===== config.mk =====
export PLATFORM = sky130hd
export DESIGN_NAME = seq_wide_add
export DESIGN_NICKNAME = d
export VERILOG_FILES = /design/src/rtl/seq_add_pkg.sv /design/src/rtl/slice_add.sv /design/src/rtl/seq_wide_add.sv
export SDC_FILE = /design/constraint.sdc
export NUM_CORES = 1
export LEC_CHECK = 0
export ABC_CLOCK_PERIOD_IN_PS = 2600
export CORE_MARGIN = 2
export CORE_UTILIZATION = 45
export DETAILED_ROUTE_END_ITERATION = 6
export MAX_ROUTING_LAYER = met4
export PLACE_DENSITY = 0.83
export SLEW_MARGIN = 20
export SYNTH_ARGS = -nofsm -noshare
export SYNTH_HDL_FRONTEND = slang
export SYNTH_HIERARCHICAL = 1
export SYNTH_SLANG_ARGS = --single-unit
export TNS_END_PERCENT = 100

===== constraint.sdc =====
create_clock -name clk -period 2.6 [get_ports clk]
set_input_delay 0.52 -clock clk [delete_from_list [all_inputs] [get_ports clk]]
set_output_delay 0.52 -clock clk [all_outputs]
set_load 0.02 [all_outputs]

===== src/rtl/seq_add_pkg.sv =====
// Shared definitions for the sequential wide adder: FSM state encoding and
// default geometry (slice width and slice count).
package seq_add_pkg;

  typedef enum logic [1:0] {
    IDLE = 2'd0,
    RUN  = 2'd1,
    DONE = 2'd2
  } state_t;

  localparam int SEQ_ADD_DEFAULT_N      = 4;
  localparam int SEQ_ADD_DEFAULT_SLICES = 4;

endpackage


===== src/rtl/slice_add.sv =====
// Purely combinational N-bit adder slice: {cout, sum} = a + b + cin.
// Holds no state; the parent steps it across the operand one slice per cycle.
module slice_add #(
  parameter int N = 4
) (
  input  logic [N-1:0] a,
  input  logic [N-1:0] b,
  input  logic         cin,
  output logic [N-1:0] sum,
  output logic         cout
);

  // Zero-extend to N+1 bits so the carry falls out of the top bit.
  assign {cout, sum} = {1'b0, a} + {1'b0, b} + {{N{1'b0}}, cin};

endmodule


===== src/rtl/seq_wide_add.sv =====
// Sequential wide adder: latches two W-bit operands (W = N*SLICES) and adds
// them one N-bit slice per cycle through a single shared slice_add, then
// presents the sum/carry with a valid/ready handshake.
// Optional build macro: SEQ_ADD_OVF_EN adds the out_ovf signed-overflow port.
module seq_wide_add
  import seq_add_pkg::*;
#(
  parameter int N      = SEQ_ADD_DEFAULT_N,
  parameter int SLICES = SEQ_ADD_DEFAULT_SLICES
) (
  input  logic                  clk,
  input  logic                  rst,
  input  logic                  in_valid,
  output logic                  in_ready,
  input  logic [N*SLICES-1:0]   in_a,
  input  logic [N*SLICES-1:0]   in_b,
  input  logic                  in_cin,
  output logic                  out_valid,
  input  logic                  out_ready,
  output logic [N*SLICES-1:0]   out_sum,
  output logic                  out_cout
`ifdef SEQ_ADD_OVF_EN
  ,
  output logic                  out_ovf
`endif
);

  localparam int W     = N * SLICES;
  localparam int IDX_W = (SLICES > 1) ? $clog2(SLICES) : 1;
  localparam logic [IDX_W-1:0] LAST_IDX = IDX_W'(SLICES - 1);

  state_t           state_reg;
  logic [W-1:0]     a_reg;
  logic [W-1:0]     b_reg;
  logic [W-1:0]     sum_reg;
  logic             carry_reg;
  logic             cout_reg;
  logic [IDX_W-1:0] idx_reg;
  logic             in_ready_reg;
  logic             out_valid_reg;

  int               slice_base;
  logic [N-1:0]     slice_a;
  logic [N-1:0]     slice_b;
  logic [N-1:0]     slice_sum;
  logic             slice_cout;

  // Select the slice of the latched operands addressed by the running index.
  always_comb begin
    slice_base = int'(idx_reg) * N;
    slice_a    = a_reg[slice_base +: N];
    slice_b    = b_reg[slice_base +: N];
  end

  slice_add #(.N(N)) u_slice_add (
    .a    (slice_a),
    .b    (slice_b),
    .cin  (carry_reg),
    .sum  (slice_sum),
    .cout (slice_cout)
  );

  // Control FSM plus datapath registers; reset aborts any operation in flight.
  always_ff @(posedge clk) begin
    if (rst) begin
      state_reg     <= IDLE;
      in_ready_reg  <= 1'b1;
      out_valid_reg <= 1'b0;
      a_reg         <= '0;
      b_reg         <= '0;
      sum_reg       <= '0;
      carry_reg     <= 1'b0;
      cout_reg      <= 1'b0;
      idx_reg       <= '0;
    end else begin
      case (state_reg)
        IDLE: begin
          if (in_valid && in_ready_reg) begin
            a_reg        <= in_a;
            b_reg        <= in_b;
            carry_reg    <= in_cin;
            sum_reg      <= '0;
            cout_reg     <= 1'b0;
            idx_reg      <= '0;
            in_ready_reg <= 1'b0;
            state_reg    <= RUN;
          end
        end
        RUN: begin
          sum_reg[slice_base +: N] <= slice_sum;
          carry_reg                <= slice_cout;
          if (idx_reg == LAST_IDX) begin
            cout_reg      <= slice_cout;
            idx_reg       <= '0;
            out_valid_reg <= 1'b1;
            state_reg     <= DONE;
          end else begin
            idx_reg <= idx_reg + IDX_W'(1);
          end
        end
        DONE: begin
          if (out_ready) begin
            out_valid_reg <= 1'b0;
            in_ready_reg  <= 1'b1;
            state_reg     <= IDLE;
          end
        end
        default: begin
          state_reg     <= IDLE;
          in_ready_reg  <= 1'b1;
          out_valid_reg <= 1'b0;
        end
      endcase
    end
  end

  assign in_ready  = in_ready_reg;
  assign out_valid = out_valid_reg;
  assign out_sum   = sum_reg;
  assign out_cout  = cout_reg;

`ifdef SEQ_ADD_OVF_EN
  logic ovf_reg;

  // Signed overflow: like-signed operands whose sum sign differs; decided
  // while the top slice is being added so it is ready together with out_valid.
  always_ff @(posedge clk) begin
    if (rst) begin
      ovf_reg <= 1'b0;
    end else if (state_reg == IDLE && in_valid && in_ready_reg) begin
      ovf_reg <= 1'b0;
    end else if (state_reg == RUN && idx_reg == LAST_IDX) begin
      ovf_reg <= (a_reg[W-1] == b_reg[W-1]) && (slice_sum[N-1] != a_reg[W-1]);
    end
  end

  assign out_ovf = ovf_reg;
`endif

endmodule


# After elaboration in Yosys (flattened, before gate mapping)
# Cells that the tools add are included.
[totals] register_bits=56 inputBits=37 out_inout_bits=19 wordCells=54
[op_classes] n_addsub=4 n_eq_ne=6 shifts=4 n_mux=20 bitwise=2 reduce_logical=9
[ops] op="negator 4 -> 33 bit" n=1
[ops] op="variable shift 4 x 33 -> 16 bit, first input constant" n=1
[ops] op="variable part select 4 x 33 -> 16 bit" n=1
[ops] op="one-hot mux 16 bit (2 select lines)" n=1
[ops] op="variable part select 16 x 5 -> 4 bit" n=2
[ops] op="bitwise mux 16 bit" n=1
[ops] op="2-to-1 mux 16 bit" n=1
[ops] op="AND reduction 3 bit" n=4
[ops] op="2-to-1 mux 2 bit" n=5
[ops] op="2-to-1 mux 1 bit" n=6
[ops] op="!= test 2 bit, second input constant" n=3
[ops] op="one-hot mux 1 bit (3 select lines)" n=2
[ops] op="one-hot mux 2 bit (3 select lines)" n=1
[ops] op="adder 4 x 4 -> 5 bit" n=1
[ops] op="adder 5 x 1 -> 5 bit" n=1
[ops] op="== test 2 bit, second input constant" n=2
[ops] op="one-hot mux 1 bit (2 select lines)" n=2
[ops] op="one-hot mux 2 bit (2 select lines)" n=1
[ops] op="AND reduction 2 bit" n=2
[ops] op="adder 2 x 1 -> 2 bit, second input constant" n=1
[ops] op="== test 2 x 1 -> 1 bit, second input constant" n=1
[ops] op="logical NOT 2 bit" n=1
[ops] op="inverter 1 bit" n=2
[ops] op="nonzero test 2 bit" n=1
[ops] op="logical AND 1 bit" n=1

# Depth between registers and ports, before layout
# Gate-level depths: netlist of the first run.
[logic_depth] word_depth=6 ltp_mapped=10 depth_no_buf=9

# Cells and area by module
# Netlist of the first run, hierarchy kept.
[modules_own_cells] mod="seq_wide_add" instances=1 cells_per_inst=256 area_per_inst_um2=2373.5 seq_area_each_um2=1121.1
[modules_own_cells] mod="slice_add" instances=1 cells_per_inst=16 area_per_inst_um2=143.9 seq_area_each_um2=0.0

# Least setup slack after synthesis of the first run
# Ideal clock, no wire load.
[synth_timing] path_type="reg-to-reg" start="register idx_reg[0]" end="register sum_reg[1] (netlist: out_sum[1])" setup_time_ns=0.061 arrival_ns=2.510 required_ns=2.539 path_slack_ns=0.029 stages_incl_launch_ff=9 path_buffers=1 period_less_slack_ns=2.571 cell_sequence="dfxtp_1 > buf_4 > mux4_2 > fa_1 > inv_1 > fa_1 > inv_1 > nor2b_1 > a32o_1"
[synth_via] elab_chain_len=6 elab_cells_between_ends=9 cone_classes="3 x add/sub; 4 x shift; 2 x mux"
[synth_lines] element="start: declaration" line_no="seq_wide_add.sv:38" source="logic [IDX_W-1:0] idx_reg;"
[synth_lines] element="start signal: assignment" line_no="seq_wide_add.sv:98" source="idx_reg <= idx_reg + IDX_W'(1);"
[synth_lines] element="variable part select 16 x 5 -> 4 bit" line_no="seq_wide_add.sv:51" source="slice_a = a_reg[slice_base +: N];"
[synth_lines] element="net slice_a[0]" line_no="seq_wide_add.sv:43" source="logic [N-1:0] slice_a;"
[synth_lines] element="adder 4 x 4 -> 5 bit" line_no="slice_add.sv:14" source="assign {cout, sum} = {1'b0, a} + {1'b0, b} + {{N{1'b0}}, cin};"
[synth_lines] element="adder 5 x 1 -> 5 bit" line_no="slice_add.sv:14"
[synth_lines] element="net slice_sum[1]" line_no="seq_wide_add.sv:45" source="logic [N-1:0] slice_sum;"
[synth_lines] element="variable part select 4 x 33 -> 16 bit" line_no="seq_wide_add.sv:90" source="sum_reg[slice_base +: N] <= slice_sum;"
[synth_lines] element="bitwise mux 16 bit" line_no="seq_wide_add.sv:90"
[synth_lines] element="one-hot mux 16 bit (2 select lines)" line_no="seq_wide_add.sv:76" source="case (state_reg)"
[synth_lines] element="end signal: indexed assignment" line_no="seq_wide_add.sv:90"
[synth_lines] element="end: declaration" line_no="seq_wide_add.sv:35" source="logic [W-1:0] sum_reg;"
# The timed path passes the listed nets, and every way through them passes these cells.
# A chain may end at the register's enable or synchronous reset.

# Worst setup path in the final report of the first run
[layout_timing] start="register idx_reg[0]" end="register sum_reg[13] (netlist: out_sum[13])"
# The elaborated chain is that of the path after synthesis.

==> flow_metrics.env, run 1 <==
export IMPL_status="completed"
export IMPL_cp_slowest_cell="mux4_2"
export IMPL_clock_latency_ps=300
export IMPL_min_to="b_reg[7]"
export IMPL_fin_skew_ps=5.92
export IMPL_critPathLaunchType="flip-flop"
export IMPL_clk_path_buf_depth=2
export IMPL_place_congestion=0.829
export IMPL_setup_tns_ps=0
export IMPL_hpwl_mm=4.00
export IMPL_htreeDepth=2
export IMPL_syn_inst=272
export IMPL_regArea_um2=1120
export IMPL_setup_viol=0
export IMPL_drt_iter0_drc=103
export IMPL_syn_area_um2=2520
export IMPL_grt_antenna_before_repair=0
export IMPL_path_cells="mux4_2 > fa_1 > inv_1 > fa_1 > inv_1 > nor2b_2 > inv_1 > o2bb2ai_1"
export IMPL_synth_nets=320
export IMPL_worst_slack_ps=237
export IMPL_numCtsBuffers=5
export IMPL_nets=373
export IMPL_ys_ff_latch=56
export IMPL_fin_util=0.590
export IMPL_crit_required_ps=2830
export IMPL_gr_usage_all_layers=0.185
export IMPL_start_util=0.463
export IMPL_rows=27
export IMPL_grt_pass1_vias=1997
export IMPL_routedWlPerCell_um=13.3
export IMPL_fin_crit_sh=0.909
export IMPL_drive_above_1_share=0.0954
export IMPL_fill_cells=474
export IMPL_yosys_warnings=6
export IMPL_insertedDiodeCount=0
export IMPL_boundaryPins=56
export IMPL_min_from="b_reg[7]"
export IMPL_cts_setup_buffers=0
export IMPL_hold_viol_final=0
export IMPL_ys_flop_type="dfxtp_1"
export IMPL_relSlewSlack=0.565
export IMPL_rr_startpoint="idx_reg[0]"
export IMPL_drc=0
export IMPL_holdPathStages=2
export IMPL_avgSynthCellArea_um2=9.26
export IMPL_synth_top_area_cell="dfxtp_1"
export IMPL_root_buffer="clkbuf_8"
export IMPL_dp_cells=390
export IMPL_ys_top_cells_by_count="nand2_1, dfxtp_1, a21oi_1, inv_1, ha_1"
export IMPL_grt_max_degree=36
export IMPL_grt_ovfl_total=0
export IMPL_holdBufCountCts=0
export IMPL_cp_end_kind="flip-flop"
export IMPL_grt_pass1_wl_mm=8.83
export IMPL_num_vias=2054
export IMPL_r2r_slack_ps=240
export IMPL_p_leak_nw=1.18
export IMPL_fin_cells=397
export IMPL_crit_path_frequent_cell="inv_1"
export IMPL_synthTopCellsByArea="dfxtp_1, nand2_1, a21oi_1"
export IMPL_finalCriticalPeriod_ps=2360
export IMPL_io_buffer_count=55
export IMPL_ys_types=39
export IMPL_drtPass1Iterations=4
export IMPL_vias_per_cell=5.17
export IMPL_max_vdd_ir_drop_mv=0.339
export IMPL_critPathMaxFanout=4
export IMPL_syn2layout_area_growth_pct=27.4
export IMPL_async_flop_share=0
export IMPL_worstSetupPathType="reg2reg"
export IMPL_pre_cts_ws_ps=105
export IMPL_slowest_delay_ps=530
export IMPL_hp_class="reg2reg"
export IMPL_tightestPinTransition_ps=652
export IMPL_ys_seq_area_frac=0.445
export IMPL_yosysTopAreaCellShare=0.445
export IMPL_cap_violations=0
export IMPL_slew_viol_final=0
export IMPL_synth_edf_count=0
export IMPL_max_freq_mhz=423
export IMPL_arrival_ps=2600
export IMPL_cts_resized=0
export IMPL_yosysMostFrequentCell="nand2_1"
export IMPL_die_w_um=78.8
export IMPL_power_density_nw_per_um2=520
export IMPL_grt_setup_unrepaired="no"
export IMPL_routed_wl_mm=5.27
export IMPL_cts_sinks=56
export IMPL_final_cell_area_um2=3210
export IMPL_ff2ff_path_depth=8
export IMPL_multi_input_area_um2=1270
export IMPL_die_area_um2=6210
export IMPL_path_clk_slew_ps=90
export IMPL_whs_ps=456
export IMPL_cts_tree="built"
export IMPL_placed_area_um2=3120
export IMPL_r2r_end="out_sum[13]"
export IMPL_die_h_um=78.8
export IMPL_core_area_um2=5440
export IMPL_final_antenna_net_count=0
export IMPL_power_mw=1.67
[cell families (layout without fill, tap and decap cells)]
kind of cell	Yosys count	in the layout	synth area share
adder cells (fa/ha/maj)	11	11	0.0606
AND/OR/NAND/NOR	97	97	0.185
XOR/XNOR	2	2	0.00696
flip-flops	56	56	0.445
AO/OA/AOI/OAI	70	70	0.177
buffers and inverters	28	81	0.0537
multiplexers	8	8	0.0716
[metal layers]
| layer | up-vias | GRT usage | part of all wire |
|---|---|---|---|
| met4 | 0 | 0.0632 | 0.016 |
| met5 | - | - | 0 |
| met2 | 45 | 0.326 | 0.52 |
| met1 | 958 | 0.205 | 0.42 |
| met3 | 9 | 0.0455 | 0.041 |
| li1 | 1042 | - | - |
[power breakdown]
group	switching (mW)	leakage (nW)	internal (mW)
Sequential	0.0314	0.457	0.899
Combinational	0.149	0.681	0.152
Clock	0.252	0.0410	0.184
[cell type report]
type | instances | area share
clock inverter | 1 | 0.00156
sequential | 56 | 0.350
multi-input combinational | 188 | 0.395
inverter | 11 | 0.0129
tap | 72 | 0.0281
timing repair buffer | 63 | 0.190
clock buffer | 6 | 0.0226
[worst max-delay path by stage]
stage / start / endpoint / slack [ps] / cells past startpoint
global placement: idx_reg[0] / out_sum[1] / 190 / 7
detailed placement: idx_reg[0] / out_sum[1] / 100 / 7
finish: idx_reg[0] / out_sum[13] / 240 / 8
CTS: idx_reg[0] / out_sum[1] / 70 / 7
global route: idx_reg[0] / out_sum[13] / 80 / 8
floorplan: idx_reg[0] / out_sum[1] / 30 / 8
[placed cells by master (no fill, tap or decap), types with 2 or more instances in the layout]
cell and count:
nand3_1 4, nor2b_1 3, o21ai_1 4, a32o_1 4
nand2b_1 4, buf_4 8, nand2_1 67, inv_1 11
o2bb2ai_1 4, nor2_1 3, clkdlybuf4s50_1 55, clkbuf_8 5
xnor2_1 2, nand4bb_1 2, a22o_1 8, mux4_2 8
fa_1 2, a21oi_1 39, nor2b_2 2, nor3_1 2
ha_1 9, a21o_1 5, dfxtp_1 55
[critical path, delay by kind of cell (launching register included)]
| kind | cells | cell delay (ps) |
|---|---|---|
| fa+ha+maj | 2 | 870 |
| mux | 1 | 530 |
| flops | 1 | 380 |
| buf+inv | 3 | 210 |
| simple gates | 1 | 200 |
| compound gates | 1 | 120 |
No activity file was read; power rests on OpenSTA's default activity.
==> run 2, diff against run 1 <==
Settings changed: CAP_MARGIN set to 20.
==> results of run 2 <==
Same layout as run 1: the final DEF is identical, and so are final timing and power.
